===== src/rtl/fetch_queue_if.sv =====
// fetch_queue_if: fetch unit bundle of the imem request/response channels, decode queue and redirect.
interface fetch_queue_if #(
  parameter int AWIDTH = 32,
  parameter int DWIDTH = 32
);
  logic              fetch_en_i;
  logic              redirect_i;
  logic [AWIDTH-1:0] redirect_pc_i;
  logic              mem_req_valid_o;
  logic              mem_req_ready_i;
  logic [AWIDTH-1:0] mem_req_addr_o;
  logic              mem_rsp_valid_i;
  logic [DWIDTH-1:0] mem_rsp_data_i;
  logic              insn_valid_o;
  logic              insn_ready_i;
  logic [AWIDTH-1:0] pc_o;
  logic [DWIDTH-1:0] insn_o;
  modport master (
    input  fetch_en_i, redirect_i, redirect_pc_i, mem_req_ready_i,
    input  mem_rsp_valid_i, mem_rsp_data_i, insn_ready_i,
    output mem_req_valid_o, mem_req_addr_o, insn_valid_o, pc_o, insn_o
  );
  modport slave (
    output fetch_en_i, redirect_i, redirect_pc_i, mem_req_ready_i,
    output mem_rsp_valid_i, mem_rsp_data_i, insn_ready_i,
    input  mem_req_valid_o, mem_req_addr_o, insn_valid_o, pc_o, insn_o
  );
endinterface


===== src/rtl/fetch_queue.sv =====
// fetch_queue: PC owner issuing in-order imem reads, pairing responses with PCs into a decode FIFO.
module fetch_queue #(
  parameter int                DWIDTH   = 32,
  parameter int                AWIDTH   = 32,
  parameter logic [AWIDTH-1:0] BASEADDR = 'h01000000,
  parameter int                DEPTH    = 4,
  parameter int                MAX_OUT  = 2
) (
  input logic            clk,
  input logic            rst,
  fetch_queue_if.master  bus
);
  localparam int QW = $clog2(DEPTH);
  localparam int IW = (MAX_OUT > 1) ? $clog2(MAX_OUT) : 1;
  localparam int CW = $clog2(DEPTH + MAX_OUT) + 1;
  logic [AWIDTH-1:0] r_fpc;
  logic [CW-1:0]     r_cnt, r_outst, r_stale;
  logic [QW-1:0]     r_wr, r_rd;
  logic [IW-1:0]     r_iwr, r_ird;
  logic [AWIDTH-1:0] r_pcq [DEPTH];
  logic [DWIDTH-1:0] r_dq  [DEPTH];
  logic [AWIDTH-1:0] r_ipc [2**IW];
  logic              w_credit, w_req_valid, w_fire, w_rsp, w_drop, w_push, w_valid, w_pop;
  logic [CW-1:0]     w_outst_n;
  // Credits count both queued and in-flight instructions so every response always finds a free slot.
  assign w_credit    = (r_outst < CW'(MAX_OUT)) && ((r_cnt + r_outst) < CW'(DEPTH));
  assign w_req_valid = rst & bus.fetch_en_i & ~bus.redirect_i & w_credit;
  assign w_fire      = w_req_valid & bus.mem_req_ready_i;
  assign w_rsp       = bus.mem_rsp_valid_i & (r_outst != '0);
  assign w_drop      = w_rsp & ((r_stale != '0) | bus.redirect_i);
  assign w_push      = w_rsp & ~w_drop;
  assign w_valid     = r_cnt != '0;
  assign w_pop       = w_valid & bus.insn_ready_i & ~bus.redirect_i;
  assign w_outst_n   = r_outst + CW'(w_fire) - CW'(w_rsp);
  assign bus.mem_req_valid_o = w_req_valid;
  assign bus.mem_req_addr_o  = r_fpc;
  assign bus.insn_valid_o    = w_valid;
  assign bus.pc_o            = w_valid ? r_pcq[r_rd] : '0;
  assign bus.insn_o          = w_valid ? r_dq[r_rd] : '0;
  // Control state: fetch PC, in-flight and stale accounting, FIFO pointers with redirect flush.
  always_ff @(posedge clk or negedge rst) begin
    if (!rst) begin
      r_fpc   <= BASEADDR;
      r_cnt   <= '0;
      r_outst <= '0;
      r_stale <= '0;
      r_wr    <= '0;
      r_rd    <= '0;
      r_iwr   <= '0;
      r_ird   <= '0;
    end else begin
      r_fpc   <= bus.redirect_i ? (bus.redirect_pc_i & ~AWIDTH'(3)) : w_fire ? r_fpc + AWIDTH'(4) : r_fpc;
      r_iwr   <= r_iwr + IW'(w_fire);
      r_ird   <= r_ird + IW'(w_rsp);
      r_outst <= w_outst_n;
      r_stale <= bus.redirect_i ? w_outst_n : r_stale - CW'(w_rsp && (r_stale != '0));
      r_wr    <= bus.redirect_i ? '0 : r_wr + QW'(w_push);
      r_rd    <= bus.redirect_i ? '0 : r_rd + QW'(w_pop);
      r_cnt   <= bus.redirect_i ? '0 : r_cnt + CW'(w_push) - CW'(w_pop);
    end
  end
  // Storage: in-flight PCs on issue, paired {pc, insn} entries on accepted responses.
  always_ff @(posedge clk) begin
    if (w_fire) r_ipc[r_iwr] <= r_fpc;
    if (w_push) begin
      r_pcq[r_wr] <= r_ipc[r_ird];
      r_dq[r_wr]  <= bus.mem_rsp_data_i;
    end
  end
endmodule

===== src/flat_wrapper.sv =====
// flat-port wrapper written by rule: the top's interface ports become plain ports
module fetch_queue_flat 
#(
  parameter int                DWIDTH   = 32,
  parameter int                AWIDTH   = 32,
  parameter logic [AWIDTH-1:0] BASEADDR = 'h01000000,
  parameter int                DEPTH    = 4,
  parameter int                MAX_OUT  = 2
)
  (clk, rst, bus_fetch_en_i, bus_redirect_i, bus_redirect_pc_i, bus_mem_req_ready_i, bus_mem_rsp_valid_i, bus_mem_rsp_data_i, bus_insn_ready_i, bus_mem_req_valid_o, bus_mem_req_addr_o, bus_insn_valid_o, bus_pc_o, bus_insn_o);
  fetch_queue_if #(.AWIDTH(AWIDTH), .DWIDTH(DWIDTH)) bus_i ();
  input logic clk;
  input logic rst;
  input wire logic [$bits(bus_i.fetch_en_i)-1:0] bus_fetch_en_i;
  input wire logic [$bits(bus_i.redirect_i)-1:0] bus_redirect_i;
  input wire logic [$bits(bus_i.redirect_pc_i)-1:0] bus_redirect_pc_i;
  input wire logic [$bits(bus_i.mem_req_ready_i)-1:0] bus_mem_req_ready_i;
  input wire logic [$bits(bus_i.mem_rsp_valid_i)-1:0] bus_mem_rsp_valid_i;
  input wire logic [$bits(bus_i.mem_rsp_data_i)-1:0] bus_mem_rsp_data_i;
  input wire logic [$bits(bus_i.insn_ready_i)-1:0] bus_insn_ready_i;
  output wire logic [$bits(bus_i.mem_req_valid_o)-1:0] bus_mem_req_valid_o;
  output wire logic [$bits(bus_i.mem_req_addr_o)-1:0] bus_mem_req_addr_o;
  output wire logic [$bits(bus_i.insn_valid_o)-1:0] bus_insn_valid_o;
  output wire logic [$bits(bus_i.pc_o)-1:0] bus_pc_o;
  output wire logic [$bits(bus_i.insn_o)-1:0] bus_insn_o;
  assign bus_i.fetch_en_i = bus_fetch_en_i;
  assign bus_i.redirect_i = bus_redirect_i;
  assign bus_i.redirect_pc_i = bus_redirect_pc_i;
  assign bus_i.mem_req_ready_i = bus_mem_req_ready_i;
  assign bus_i.mem_rsp_valid_i = bus_mem_rsp_valid_i;
  assign bus_i.mem_rsp_data_i = bus_mem_rsp_data_i;
  assign bus_i.insn_ready_i = bus_insn_ready_i;
  assign bus_mem_req_valid_o = bus_i.mem_req_valid_o;
  assign bus_mem_req_addr_o = bus_i.mem_req_addr_o;
  assign bus_insn_valid_o = bus_i.insn_valid_o;
  assign bus_pc_o = bus_i.pc_o;
  assign bus_insn_o = bus_i.insn_o;
  fetch_queue #(.DWIDTH(DWIDTH), .AWIDTH(AWIDTH), .BASEADDR(BASEADDR), .DEPTH(DEPTH), .MAX_OUT(MAX_OUT)) u_core (.clk(clk), .rst(rst), .bus(bus_i));
endmodule

===== config.mk =====
export PLATFORM = sky130hd
export DESIGN_NAME = fetch_queue_flat
export DESIGN_NICKNAME = d
export VERILOG_FILES = /design/src/rtl/fetch_queue_if.sv /design/src/rtl/fetch_queue.sv /design/src/flat_wrapper.sv
export SDC_FILE = /design/constraint.sdc
export NUM_CORES = 1
export LEC_CHECK = 0
export ABC_CLOCK_PERIOD_IN_PS = 7500
export BUFFER_PORTS_ARGS = -buffer_cell sky130_fd_sc_hd__buf_4
export CAP_MARGIN = 20
export CORE_MARGIN = 4
export CORE_UTILIZATION = 53
export CTS_CLUSTER_DIAMETER = 80
export DETAILED_ROUTE_END_ITERATION = 6
export PLACE_DENSITY_LB_ADDON = 0.05
export RECOVER_POWER = 25
export SYNTH_ARGS = -nofsm -noshare
export SYNTH_HDL_FRONTEND = slang
export SYNTH_SLANG_ARGS = --single-unit

===== constraint.sdc =====
create_clock -name clk -period 7.5 [get_ports clk]
set_input_delay 0.75 -clock clk [delete_from_list [all_inputs] [get_ports clk]]
set_output_delay 0.75 -clock clk [all_outputs]
set_load 0.01 [all_outputs]

==> results of run 1 <==
-- stage by stage --
step	instances	setup slack (ns)	util, %	hold WS, ns	cell area, um2
2_1_floorplan	841	2.52	-	0.454	14600
3_3_place_gp	1309	2.98	59.8	0.462	16200
3_5_place_dp	1309	2.95	59.8	0.464	16200
4_1_cts	1373	3.26	64.2	0.276	17300
5_1_grt	1373	3.07	63.7	0.300	17200
6_report	1373	3.31	63.7	0.268	17200
-- logic make-up (layout without fill, tap and decap cells) --
group / count (synthesis) / in the layout / share of synthesized area [%]
simple gates: 199 / 199 / 7.50
fa+ha+maj: 21 / 21 / 1.90
other cells: 1 / 4 / 0.0257
compound gates: 74 / 74 / 3.60
flops: 356 / 356 / 71.6
mux: 99 / 99 / 12.4
xor+xnor: 11 / 11 / 0.763
buf+inv: 77 / 268 / 2.27
-- routing by layer --
| metal | share of wire (%) | global-route usage (%) |
|---|---|---|
| met5 | 0 | 0 |
| met4 | 1.4 | 4.03 |
| met3 | 6.4 | 3.68 |
| met2 | 48 | 30.7 |
| met1 | 44 | 27.5 |
-- cell usage in the layout, fill, tap and decap left out, drive strengths merged, types with 18 or more instances in the layout --
| cell | instances |
|---|---|
| clkbuf | 81 |
| edfxtp | 308 |
| mux4 | 62 |
| mux2 | 32 |
| nand3 | 24 |
| inv | 33 |
| ha | 19 |
| nor2 | 18 |
| nor2b | 67 |
| buf | 140 |
| dfrtp | 47 |
| nand2 | 37 |
-- critical path, cell delays in order, from the launching register on --
cell	delay [ns]
dfrtp_1	0.45
ha_1	0.32
a31o_2	0.21
or3_1	0.37
a21o_1	0.57
inv_1	0.76
ha_1	0.82
buf_4	0.37
-- final cells by class --
type                            count  share of cell area [%]
Clock buffer                       49                    5.88
Multi-Input combinational cell    408                    22.5
Inverter                           32                   0.697
Timing Repair Buffer              172                    6.80
Clock inverter                     15                   0.988
Tap cell                          341                    2.48
Sequential cell                   356                    60.7
-- how the worst max path moves through the flow --
stage                        start                  end  cells past startpoint
3_5_place_dp                   rst  u_core.r_ipc[0][10]                      7
5_1_grt          u_core.r_outst[1]   u_core.r_ipc[0][2]                      7
4_1_cts          u_core.r_outst[1]   u_core.r_ipc[0][6]                      7
6_report         u_core.r_outst[1]   u_core.r_ipc[0][2]                      7
2_1_floorplan  bus_mem_rsp_valid_i    u_core.r_dq[1][0]                      2
3_3_place_gp                   rst  u_core.r_ipc[1][10]                      7
-- flip-flops by register name, summed over array words and instances (netlist names) --
| signal | count |
|---|---|
| u_core.r_rd | 2 |
| u_core.r_dq | 128 |
| u_core.r_ird | 1 |
| u_core.r_stale | 4 |
| u_core.r_ipc | 60 |
| u_core.r_iwr | 1 |
| u_core.r_pcq | 120 |
| u_core.r_cnt | 4 |
| u_core.r_wr | 2 |
| u_core.r_outst | 4 |
| u_core.bus.mem_req_addr_o | 30 |
-- power by group through the flow --
| stage | combinational, mW | clock (mW) | sequential, mW |
|---|---|---|---|
| after global routing | 1.31 | 1.93 | 2.40 |
| final | 1.18 | 1.79 | 2.38 |
| after detailed placement | 1.22 | 0 | 2.42 |
| after CTS | 1.22 | 1.83 | 2.38 |
| after floorplan | 0.736 | 0 | 2.38 |
| after global placement | 1.21 | 0 | 2.42 |
==> run metrics, run 1 <==
Final ANT Viol Nets=0; antenna violations before repair=0; Setup Buffers After CTS=0; Routed WL=28.4 mm; clk_skew=0.0131 ns; Reg power frac=44.5%; max-slew violations=0; crit path max fanout=30; P_sw=1.40 mW; Arrival @ worst endpoint=4.39 ns; Hold-fix buffers, CTS=0; Starting Density=54.0%; clock power share=33.4%; Power Density=311 nW/um2; dominant cells by area after synthesis=edfxtp_1 63%, mux4_2 9.6%, dfrtp_1 8.1%; status=finished clean; Hold WC Path Type=in -> async; RR Startpoint=u_core.r_outst[1]; fin nets=1100; unrepaired setup endpoints after global routing=false; Reg area=10500 um2; die area=30300 um2; clk_lat worst skew=0.51 ns; drt first pass iters=5; largest area contributor in the netlist=edfxtp_1; Worst EP required=7.70 ns; max cap viols=0; Post-CTS Resized=0; P&R area growth vs syn=18.0%; Overall Global Routing Usage=19.0%; Final Hold Viols=0; Synth cell types=53; CP Class=reg -> reg; clock transition at the registers of the reported paths=0.06 ns; ANT cells=0; Detail Placement HPWL=17.0 mm; final setup TNS=0 ns; CTS tree=done; Yosys warning total=0; maximum VDD drop=0.407 mV; routed len/inst=20.7 um; grt ovf=0; pin count of the biggest net entering global routing=63; R2R Path End=u_core.r_ipc[0][2]; CP endpoint kind=register; Site Rows=60; DR vias=7893; fmax=0.239 GHz; mapped cell area=14600 um2; fillers=2021; sequential area share after synthesis=71.6%; first-pass GRT wire length=45.8 mm; CTS Buf Count=38; Die Y-Extent=174 um; DRC viols=0; Mapped Cells=838; overall power=5.35 mW; reg2reg path depth=7; Placeable Area=27000 um2; Root Driver=clkbuf_16; Yosys reg bits=356; asr flop ratio synth=13.5%; Top FF cell, synth=edfxtp_1; worst slew pin tran=1.07 ns; Slew headroom=28.9%; H-Tree Depth=2; drt initial violations=627; vias in the first global route=8278; die width=174 um; # IOs=169; area of the multi-input gates=3870 um2; Avg Cell Area, Syn=17.4 um2; FF-to-FF setup slack=3.31 ns; CTS Buffer Depth=3; RePlAce Congestion=0.795; P_int=3.95 mW; min cycle time layout=4.19 ns; Tcrit/Tclk final=55.8%; Post-synth EDFFs=308; Yosys top cell area share=63.3%; Commonest cells post-synth=308 x edfxtp_1, 67 x nor2b_1, 62 x mux4_2; Comb power frac=22.1%; Final setup violation count=0; clk sink count=356; via/cell ratio=5.75; port bufs=162; Leakage=5.99 nW; most numerous cell in the Yosys netlist=edfxtp_1; share of cells above drive strength 1=29.0%; CP Launch Type=register; Sw Ratio=26.2%
No activity file was read; power rests on OpenSTA's default activity.
==> run 2: changes to the inputs <==
--- a/config.mk
+++ b/config.mk
@@ -5,11 +5,11 @@
 export SDC_FILE = /design/constraint.sdc
 export NUM_CORES = 1
 export LEC_CHECK = 0
-export ABC_CLOCK_PERIOD_IN_PS = 7500
+export ABC_CLOCK_PERIOD_IN_PS = 4250
 export BUFFER_PORTS_ARGS = -buffer_cell sky130_fd_sc_hd__buf_4
 export CAP_MARGIN = 20
 export CORE_MARGIN = 4
-export CORE_UTILIZATION = 53
+export CORE_UTILIZATION = 58
 export CTS_CLUSTER_DIAMETER = 80
 export DETAILED_ROUTE_END_ITERATION = 6
 export PLACE_DENSITY_LB_ADDON = 0.05
==> constraint.sdc (replaced) <==
create_clock -name clk -period 4.25 [get_ports clk]
set_input_delay 0.425 -clock clk [delete_from_list [all_inputs] [get_ports clk]]
set_output_delay 0.425 -clock clk [all_outputs]
set_load 0.01 [all_outputs]
==> run 2 against run 1 <==
  * The flow now finishes with violations (max-capacitance violations, max-slew violations)
  * Combinational power up 80%
  * Sequential cell count unchanged
  * Worst hold slack worse by 0.14 ns
  * Largest cell class unchanged
  * Non-clock buffer count up 7
==> run metrics, run 2 (synthesized netlist as in run 1, its figures left out) <==
clk_skew=0.0144 ns (+0.00126 ns); top flop regs=u_core.r_dq: 128 flops, u_core.r_pcq: 120 flops, u_core.r_ipc: 60 flops; Setup Buffers After CTS=0 (unchanged); die area=27800 um2 (-8.2%); CTS Buffer Depth=3 (unchanged); Hold-fix buffers, CTS=0 (unchanged); Slew headroom=-75.3% (-100 points); CTS tree=done; final setup TNS=0 ns (unchanged); met2 WL=14.6 mm (+6.7%); ANT cells=0 (unchanged); Design Area, Final=17300 um2 (+0.16%); DRC viols=0 (unchanged); largest register by flop count=u_core.r_dq; drt first pass iters=5 (unchanged); Root Driver=clkbuf_16; # IOs=169 (unchanged); Worst EP required=4.68 ns (-3.02 ns); P_int=6.78 mW (+72%); CTS Buf Count=37 (-2.6%); Starting Density=59.5% (+5.5 points); Overall Global Routing Usage=21.0% (+2.0 points); CP Class=reg -> reg; Power Density=537 nW/um2 (+73%); Post-CTS Resized=0 (unchanged); min cycle time layout=3.26 ns (-0.923 ns); first-pass GRT wire length=46.6 mm (+1.8%); clock power share=31.9% (-1.5 points); fillers=1650 (-18%); antenna violations before repair=0 (unchanged); clk_lat worst skew=0.51 ns (about the same); Worst Setup SP=u_core.r_outst[2]; met3 routed WL=1.93 mm (+6.6%); P&R area growth vs syn=18.2%; port bufs=162 (unchanged); Highest Signal Layer=met4; vias in the first global route=8467 (+2.3%); share of cells above drive strength 1=29.5% (+0.57 points); most frequent cells in the layout=308 x edfxtp_1, 139 x buf_4, 67 x nor2b_1; Site Rows=57 (-5.0%); DR vias=8070 (+2.2%); H-Tree Depth=2 (unchanged); RePlAce Congestion=0.890 (+12%); fmax=0.306 GHz (+28%); status=finished, violations left; Routed WL=29.0 mm (+1.9%); most common library cell in the layout ignoring fill and taps=edfxtp_1; Leakage=6.00 nW (+0.29%); min-delay src=bus_redirect_pc_i[19]; Sw Ratio=26.9% (+0.66 points); max cap viols=1 (+1); fin nets=1106 (+0.55%); Area after DPL=16300 um2 (+0.66%); crit path max fanout=30 (unchanged); Reg power frac=45.3% (+0.8 points); grt ovf=0 (unchanged); clk sink count=356 (unchanged); Final Hold Viols=0 (unchanged); failing checks=max-capacitance violations, max-slew violations; via/cell ratio=5.92 (+3.0%); Die Y-Extent=167 um (-4.2%); worst slew pin tran=2.63 ns (+1.56 ns); CP Launch Type=register; CP endpoint kind=register; pin count of the biggest net entering global routing=63 (unchanged); Largest register FFs=128 (unchanged); Detail Placement HPWL=18.1 mm (+6.9%); drt initial violations=856 (+37%); Final ANT Viol Nets=0 (unchanged); Arrival @ worst endpoint=3.70 ns (-0.69 ns); unrepaired setup endpoints after global routing=false; Comb power frac=22.8% (+0.7 points); post-route worst setup slack=0.985 ns (-2.33 ns); max-slew violations=49 (+49); routed len/inst=21.3 um (+2.6%); Hold WC Path Type=in -> reg; Tcrit/Tclk final=76.8% (+21 points); RR Startpoint=u_core.r_outst[2]; Final setup violation count=0 (unchanged); P_sw=2.50 mW (+78%); worst slack at placement=1.02 ns (-1.93 ns); wl on met1=12.1 mm (-3.9%); Placeable Area=24500 um2 (-9.2%); maximum VDD drop=0.393 mV (-3.5%); die width=167 um (-4.2%); clock transition at the registers of the reported paths=0.06 ns (about the same)
run 2: cell types whose count changed in the layout (fill, tap and decap cells not counted), sizes merged:
cell      change
clkinvlp      +1
bufinv        -2
buf           +5
clkinv        +7
clkbuf        -4
run 2: area by class of cell:
| class | count | area, um2 | share of cell area (%) |
|---|---|---|---|
| Sequential cell | 356 | 10500 | 60.6 |
| Clock inverter | 21 | 160 | 0.928 |
| Inverter | 32 | 120 | 0.696 |
| Multi-Input combinational cell | 408 | 3870 | 22.4 |
| Clock buffer | 43 | 948 | 5.50 |
| Timing Repair Buffer | 179 | 1290 | 7.50 |
| Tap cell | 324 | 405 | 2.35 |
run 2: per-stage QoR:
stage	total power [mW]	utilization [%]	instances	hold WS, ns
final	9.27	70.3	1363	0.126
after floorplan	5.50	-	841	0.129
after detailed placement	6.43	66.3	1299	0.469
after global placement	6.36	66.3	1299	0.462
after global routing	9.74	70.3	1363	0.131
after CTS	9.39	70.8	1363	0.0365
run 2: layer usage:
layer	up-vias	global-route usage (%)
met5	-	0
met4	0	4.52
met3	37	4.22
met2	297	34.6
met1	4114	29.8
li1	3622	-
run 2: power groups by stage:
stage	clock network, mW	logic (mW)	registers [mW]
finish	2.95	2.12	4.20
global route	3.19	2.32	4.23
CTS	3.02	2.17	4.20
detailed placement	0	2.16	4.27
global placement	0	2.10	4.26
floorplan	0	1.30	4.20
run 2: path summary, 6_finish.rpt:
path                                                  to  slack (ns)  cells past startpoint
max                        u_core.bus.mem_req_addr_o[12]        0.99                      8
min                        u_core.bus.mem_req_addr_o[19]        0.13                      3
max reg2reg                u_core.bus.mem_req_addr_o[12]        0.99                      8
min reg2reg                                 u_core.r_ird        0.47                      1
max in group asynchronous                 u_core.r_rd[0]        1.53                      2
min in group asynchronous              u_core.r_outst[2]        0.88                      2
run 2: worst max-delay path, stage by stage, from the launching register on:
cell	delay (ns)
dfrtp_1	0.38
ha_1	0.21
xor3_1	0.37
or3_1	0.13
a21o_1	0.78
inv_1	0.14
buf_4	0.27
nor2_1	0.62
a221o_1	0.27
